$ cat src/rtl/mux2_rr_arbiter_pkg.sv
// Shared types and helpers for the two-requester round-robin mux arbiter.
// State encodings are fixed so the bench and waveforms can name them.
package mux2_rr_arbiter_pkg;

  typedef enum logic [1:0] {
    ST_IDLE = 2'd0,
    ST_G0   = 2'd1,
    ST_G1   = 2'd2
  } arb_state_t;

  localparam int DEF_W        = 8;
  localparam int DEF_MAX_HOLD = 4;

  function automatic arb_state_t f_other(input arb_state_t s);
    unique case (s)
      ST_G0:   f_other = ST_G1;
      ST_G1:   f_other = ST_G0;
      default: f_other = ST_IDLE;
    endcase
  endfunction

  function automatic arb_state_t f_grant_of(input logic side);
    f_grant_of = side ? ST_G1 : ST_G0;
  endfunction

endpackage

$ cat src/rtl/mux2_rr_arbiter_mux2to1.sv
// Single-bit 2:1 mux cell; the arbiter tiles W of these for its datapath.
module mux2to1 (
  input  logic i_sel,
  input  logic i_d1,
  input  logic i_d0,
  output logic o_y
);

  assign o_y = i_sel ? i_d1 : i_d0;

endmodule

$ cat src/rtl/mux2_rr_arbiter.sv
// Round-robin arbiter owning the select of a W-bit 2:1 mux, with
// registered one-hot grants and a bounded tenure while the peer waits.
module mux2_rr_arbiter
  import mux2_rr_arbiter_pkg::*;
#(
  parameter int W        = DEF_W,
  parameter int MAX_HOLD = DEF_MAX_HOLD
) (
  input  logic         clk,
  input  logic         rst,
  input  logic         req0,
  input  logic         req1,
  input  logic [W-1:0] i0,
  input  logic [W-1:0] i1,
  output logic         gnt0,
  output logic         gnt1,
  output logic         sel,
  output logic [W-1:0] f,
  output logic         busy
);

  localparam int CW = $clog2(MAX_HOLD);
  localparam logic [CW-1:0] C_TOP = CW'(MAX_HOLD - 1);

  arb_state_t    r_state;
  arb_state_t    w_nxt;
  logic [CW-1:0] r_cnt;
  logic          r_last;
  logic          r_sel;

  logic          w_own;
  logic          w_oth;
  logic          w_enter;

  assign w_own = (r_state == ST_G1) ? req1 : req0;
  assign w_oth = (r_state == ST_G1) ? req0 : req1;

  always_comb begin
    w_nxt = r_state;
    unique case (r_state)
      ST_IDLE: begin
        if (req0 && req1)
          w_nxt = f_grant_of(!r_last);
        else if (req0)
          w_nxt = ST_G0;
        else if (req1)
          w_nxt = ST_G1;
        else
          w_nxt = ST_IDLE;
      end
      ST_G0, ST_G1: begin
        if (!w_own)
          w_nxt = w_oth ? f_other(r_state) : ST_IDLE;
        else if (w_oth && (r_cnt == C_TOP))
          w_nxt = f_other(r_state);
        else
          w_nxt = r_state;
      end
      default: w_nxt = ST_IDLE;
    endcase
  end

  assign w_enter = (w_nxt != r_state) && (w_nxt != ST_IDLE);

  always_ff @(posedge clk or posedge rst) begin
    if (rst) begin
      r_state <= ST_IDLE;
      r_cnt   <= '0;
      r_last  <= 1'b1;
      r_sel   <= 1'b0;
    end else begin
      r_state <= w_nxt;
      if ((w_nxt == ST_IDLE) || w_enter)
        r_cnt <= '0;
      else if (r_cnt != C_TOP)
        r_cnt <= r_cnt + 1'b1;
      // sel only moves on a new grant, so it rests quietly while idle
      if (w_enter) begin
        r_last <= (w_nxt == ST_G1);
        r_sel  <= (w_nxt == ST_G1);
      end
    end
  end

  assign gnt0 = (r_state == ST_G0);
  assign gnt1 = (r_state == ST_G1);
  assign busy = gnt0 | gnt1;
  assign sel  = r_sel;

  for (genvar k = 0; k < W; k++) begin : g_mux
    mux2to1 u_mux (
      .i_sel (r_sel),
      .i_d1  (i1[k]),
      .i_d0  (i0[k]),
      .o_y   (f[k])
    );
  end

endmodule

$ cat config.mk
export PLATFORM = sky130hd
export DESIGN_NAME = mux2_rr_arbiter
export DESIGN_NICKNAME = d
export VERILOG_FILES = /design/src/rtl/mux2_rr_arbiter_pkg.sv /design/src/rtl/mux2_rr_arbiter_mux2to1.sv /design/src/rtl/mux2_rr_arbiter.sv
export SDC_FILE = /design/constraint.sdc
export NUM_CORES = 1
export LEC_CHECK = 0
export ABC_AREA = 1
export BUFFER_PORTS_ARGS = -buffer_cell sky130_fd_sc_hd__buf_2
export CAP_MARGIN = 20
export CORE_MARGIN = 2
export CORE_UTILIZATION = 30
export CTS_CLUSTER_SIZE = 25
export DETAILED_ROUTE_END_ITERATION = 7
export PLACE_DENSITY = 0.58
export SYNTH_ARGS = -nofsm -noshare
export SYNTH_HDL_FRONTEND = slang
export SYNTH_HIERARCHICAL = 1
export SYNTH_SLANG_ARGS = --single-unit
$ cat constraint.sdc
create_clock -name clk -period 2.25 [get_ports clk]
set_clock_uncertainty 0.2 [all_clocks]
set_input_delay 0.1125 -clock clk [delete_from_list [all_inputs] [get_ports clk]]
set_output_delay 0.1125 -clock clk [all_outputs]
set_load 0.03 [all_outputs]
==> results.cfg <==
[run_status]
status = finished, final reports clean

[route]
antenna_left = 0
wl_per_cell_um = 8.34
drc_errors = 0
drt-initial-drc-count = 6
vias = 687
dr.pass1.iters = 3
routed_wl_um = 1390
vias_per_cell = 4.11

[synthesis]
syn_inst = 102
synth_cell_types = 18
synth_largest_area_cell = nand2_1
syn_nets = 129
yosys_warnings = 6
ys_ff_latch = 6
syn_avg_cell_area_um2 = 6.27
ys_top_cells_by_area = nand2_1 27%, dfrtp_1 20%, ha_1 14%
synth.top_cell.area_share_pct = 27.0
yosysSeqAreaShare_pct = 23.7
synth_area_um2 = 639

[timing]
finalCritPeriodShare_pct = 88.6
max_slew_margin_pct = 67.8
fmax_mhz = 502
worstMarginPinSlew_ns = 0.484
timing.hold.ws_ns = 0.119
final-max-slew-violation-count = 0
final.min_clock_period_ns = 1.99
hold_viol_final = 0
setup_viol = 0
rsz0062_at_grt = no
fin_ws_ns = 0.258
setup_tns_ns = 0

[floorplan]
start_util_pct = 32.3
dieArea_um2 = 2520
rows = 16
coreArea_um2 = 1980
io_pins = 32
die_y_um = 50.2
fp.dieW_um = 50.2

[placement]
io_buffers = 31
place_ws_ns = 0.220
routabilityCongestion = 0.811
dp_hpwl_um = 1160

[power]
p_per_area_nw_per_um2 = 1310
ir_drop_mv = 0.633
p_comb_share_pct = 70.8
pwr-share-clk_pct = 9.3
leakagePower_nw = 0.554
power.share.sequential_pct = 19.9
p_int_mw = 0.507
power.switching_mw = 0.650
swShare_pct = 56.2

[layout]
nNetsFinal = 168
antennaDiodeCount = 0
drive_gt1_share_pct = 34.3
num-fill-cells = 206
layout_common_cells = 46 x nand2_1, 31 x buf_2, 17 x inv_1
final_common_cell = nand2_1
syn_to_final_growth_pct = 38.0

[critical_path]
path_class = reg -> reg
cp-end-kind = flip-flop
worstPathRequired_ns = 2.19
rrSetupSlack_ns = 0.26
arrival_ns = 1.93
critPathLaunchType = flip-flop
crit_fanout = 6

[clocking]
htree_levels = 1
cts_buffers = 3
path_clk_slew_ns = 0.05
cts_setup_buffers = 0
cts_tree = done
numClockSinks = 6
clockBufferDepth = 2
root_buffer = clkbuf_4
clk_latency_ns = 0.25

[global_route]
grt_max_degree = 19
grt_util_all_layers_pct = 12.9
grt_pass1_wl_um = 2550
antenna_found_initial = 0
grt_overflow = 0
grt_pass1_vias = 638

[min_path]
hold_path.class = in -> async

[flow_run]
maxCapViolCount = 0
## worst max-delay path, cell delays in order, from the launching register on
cell	delay (ns)
dfrtp_1	0.45
ha_2	0.29
inv_2	0.05
nand2_1	0.09
nand2_1	0.07
nor2_2	0.07
nand2_1	0.05
nand2_1	0.05
nand2_1	0.05
nand2_2	0.07
nand2_2	0.07
nand2_1	0.07
nand2_2	0.06
nand3_2	0.06
nand2_1	0.07
nand2_1	0.06
nand2_1	0.05
## cells in the mapped netlist
cell type and number:
nand3b_1 2, ha_1 7, nor2_1 3, xor2_1 1
o21ai_1 1, inv_1 17, nand3_1 5, inv_2 1
nand2_1 46, a21boi_1 1, dfrtp_1 5, nand4_1 1
nor2_2 1, nand3_2 2, dfstp_2 1, o211ai_1 1
nand2_2 6, mux2i_1 1
## per-stage QoR
stage | power, mW | area (um^2) | utilization (%) | cells
global route | 1.30 | 882 | 44.5 | 167
finish | 1.16 | 882 | 44.5 | 167
global placement | 1.04 | 843 | 42.6 | 162
detailed placement | 1.05 | 843 | 42.6 | 162
CTS | 1.17 | 880 | 44.4 | 167
floorplan | 0.853 | 639 | - | 102
## timing repair
item,CTS,global route
hold buffers,1,0
endpoints found under the setup margin,0,2
gates resized for setup,0,1
hold endpoints to repair,6,0
## logic make-up (layout without fill, tap and decap cells)
logic type	count (synthesis)	in the layout	share of synthesized area [%]
muxes	1	1	1.57
adders and majority gates	7	7	13.7
AOI/OAI and AO/OA	3	3	3.13
buffers and inverters	18	56	10.6
DFF	6	6	23.7
and+or+nand+nor	66	66	46.0
xor gates and xnor gates	1	1	1.37
## worst paths after layout
kind,end,depth (start not counted),start
setup / recovery,sel$_DFFE_PP0P_,16,r_state[1]$_DFF_PP0_
hold / removal,sel$_DFFE_PP0P_,3,rst
setup reg to reg,sel$_DFFE_PP0P_,16,r_state[1]$_DFF_PP0_
hold reg to reg,r_last$_DFFE_PP1P_,2,r_last$_DFFE_PP1P_
max in group asynchronous,r_last$_DFFE_PP1P_,3,rst
min in group clk,r_state[1]$_DFF_PP0_,5,req1
## metal layers
metal	vias up	part of all wire (%)	global-route usage (%)
met1	298	48	15.5
li1	383	-	-
met4	0	0	2.78
met5	-	0	0
met3	0	2.6	5.06
met2	6	49	21.7
## power by group through the flow
stage	Sequential [mW]	Combinational, mW	Clock (mW)
2_1_floorplan	0.236	0.617	0
3_3_place_gp	0.230	0.810	0
3_5_place_dp	0.232	0.822	0
4_1_cts	0.231	0.827	0.113
5_1_grt	0.243	0.935	0.120
6_report	0.230	0.820	0.107
## cell type report
class | count | area (um^2) | share of cell area (%)
Sequential cell | 6 | 151 | 17.2
Multi-Input combinational cell | 78 | 423 | 47.9
Timing Repair Buffer | 34 | 180 | 20.4
Tap cell | 27 | 33.8 | 3.83
Inverter | 18 | 67.6 | 7.66
Clock buffer | 4 | 26.3 | 2.98
## state kept, by name (all words and copies together), names as in the netlist
signal,count
sel,1
r_state,2
r_last,1
r_cnt,2
Power figures use the tool's default switching activity.
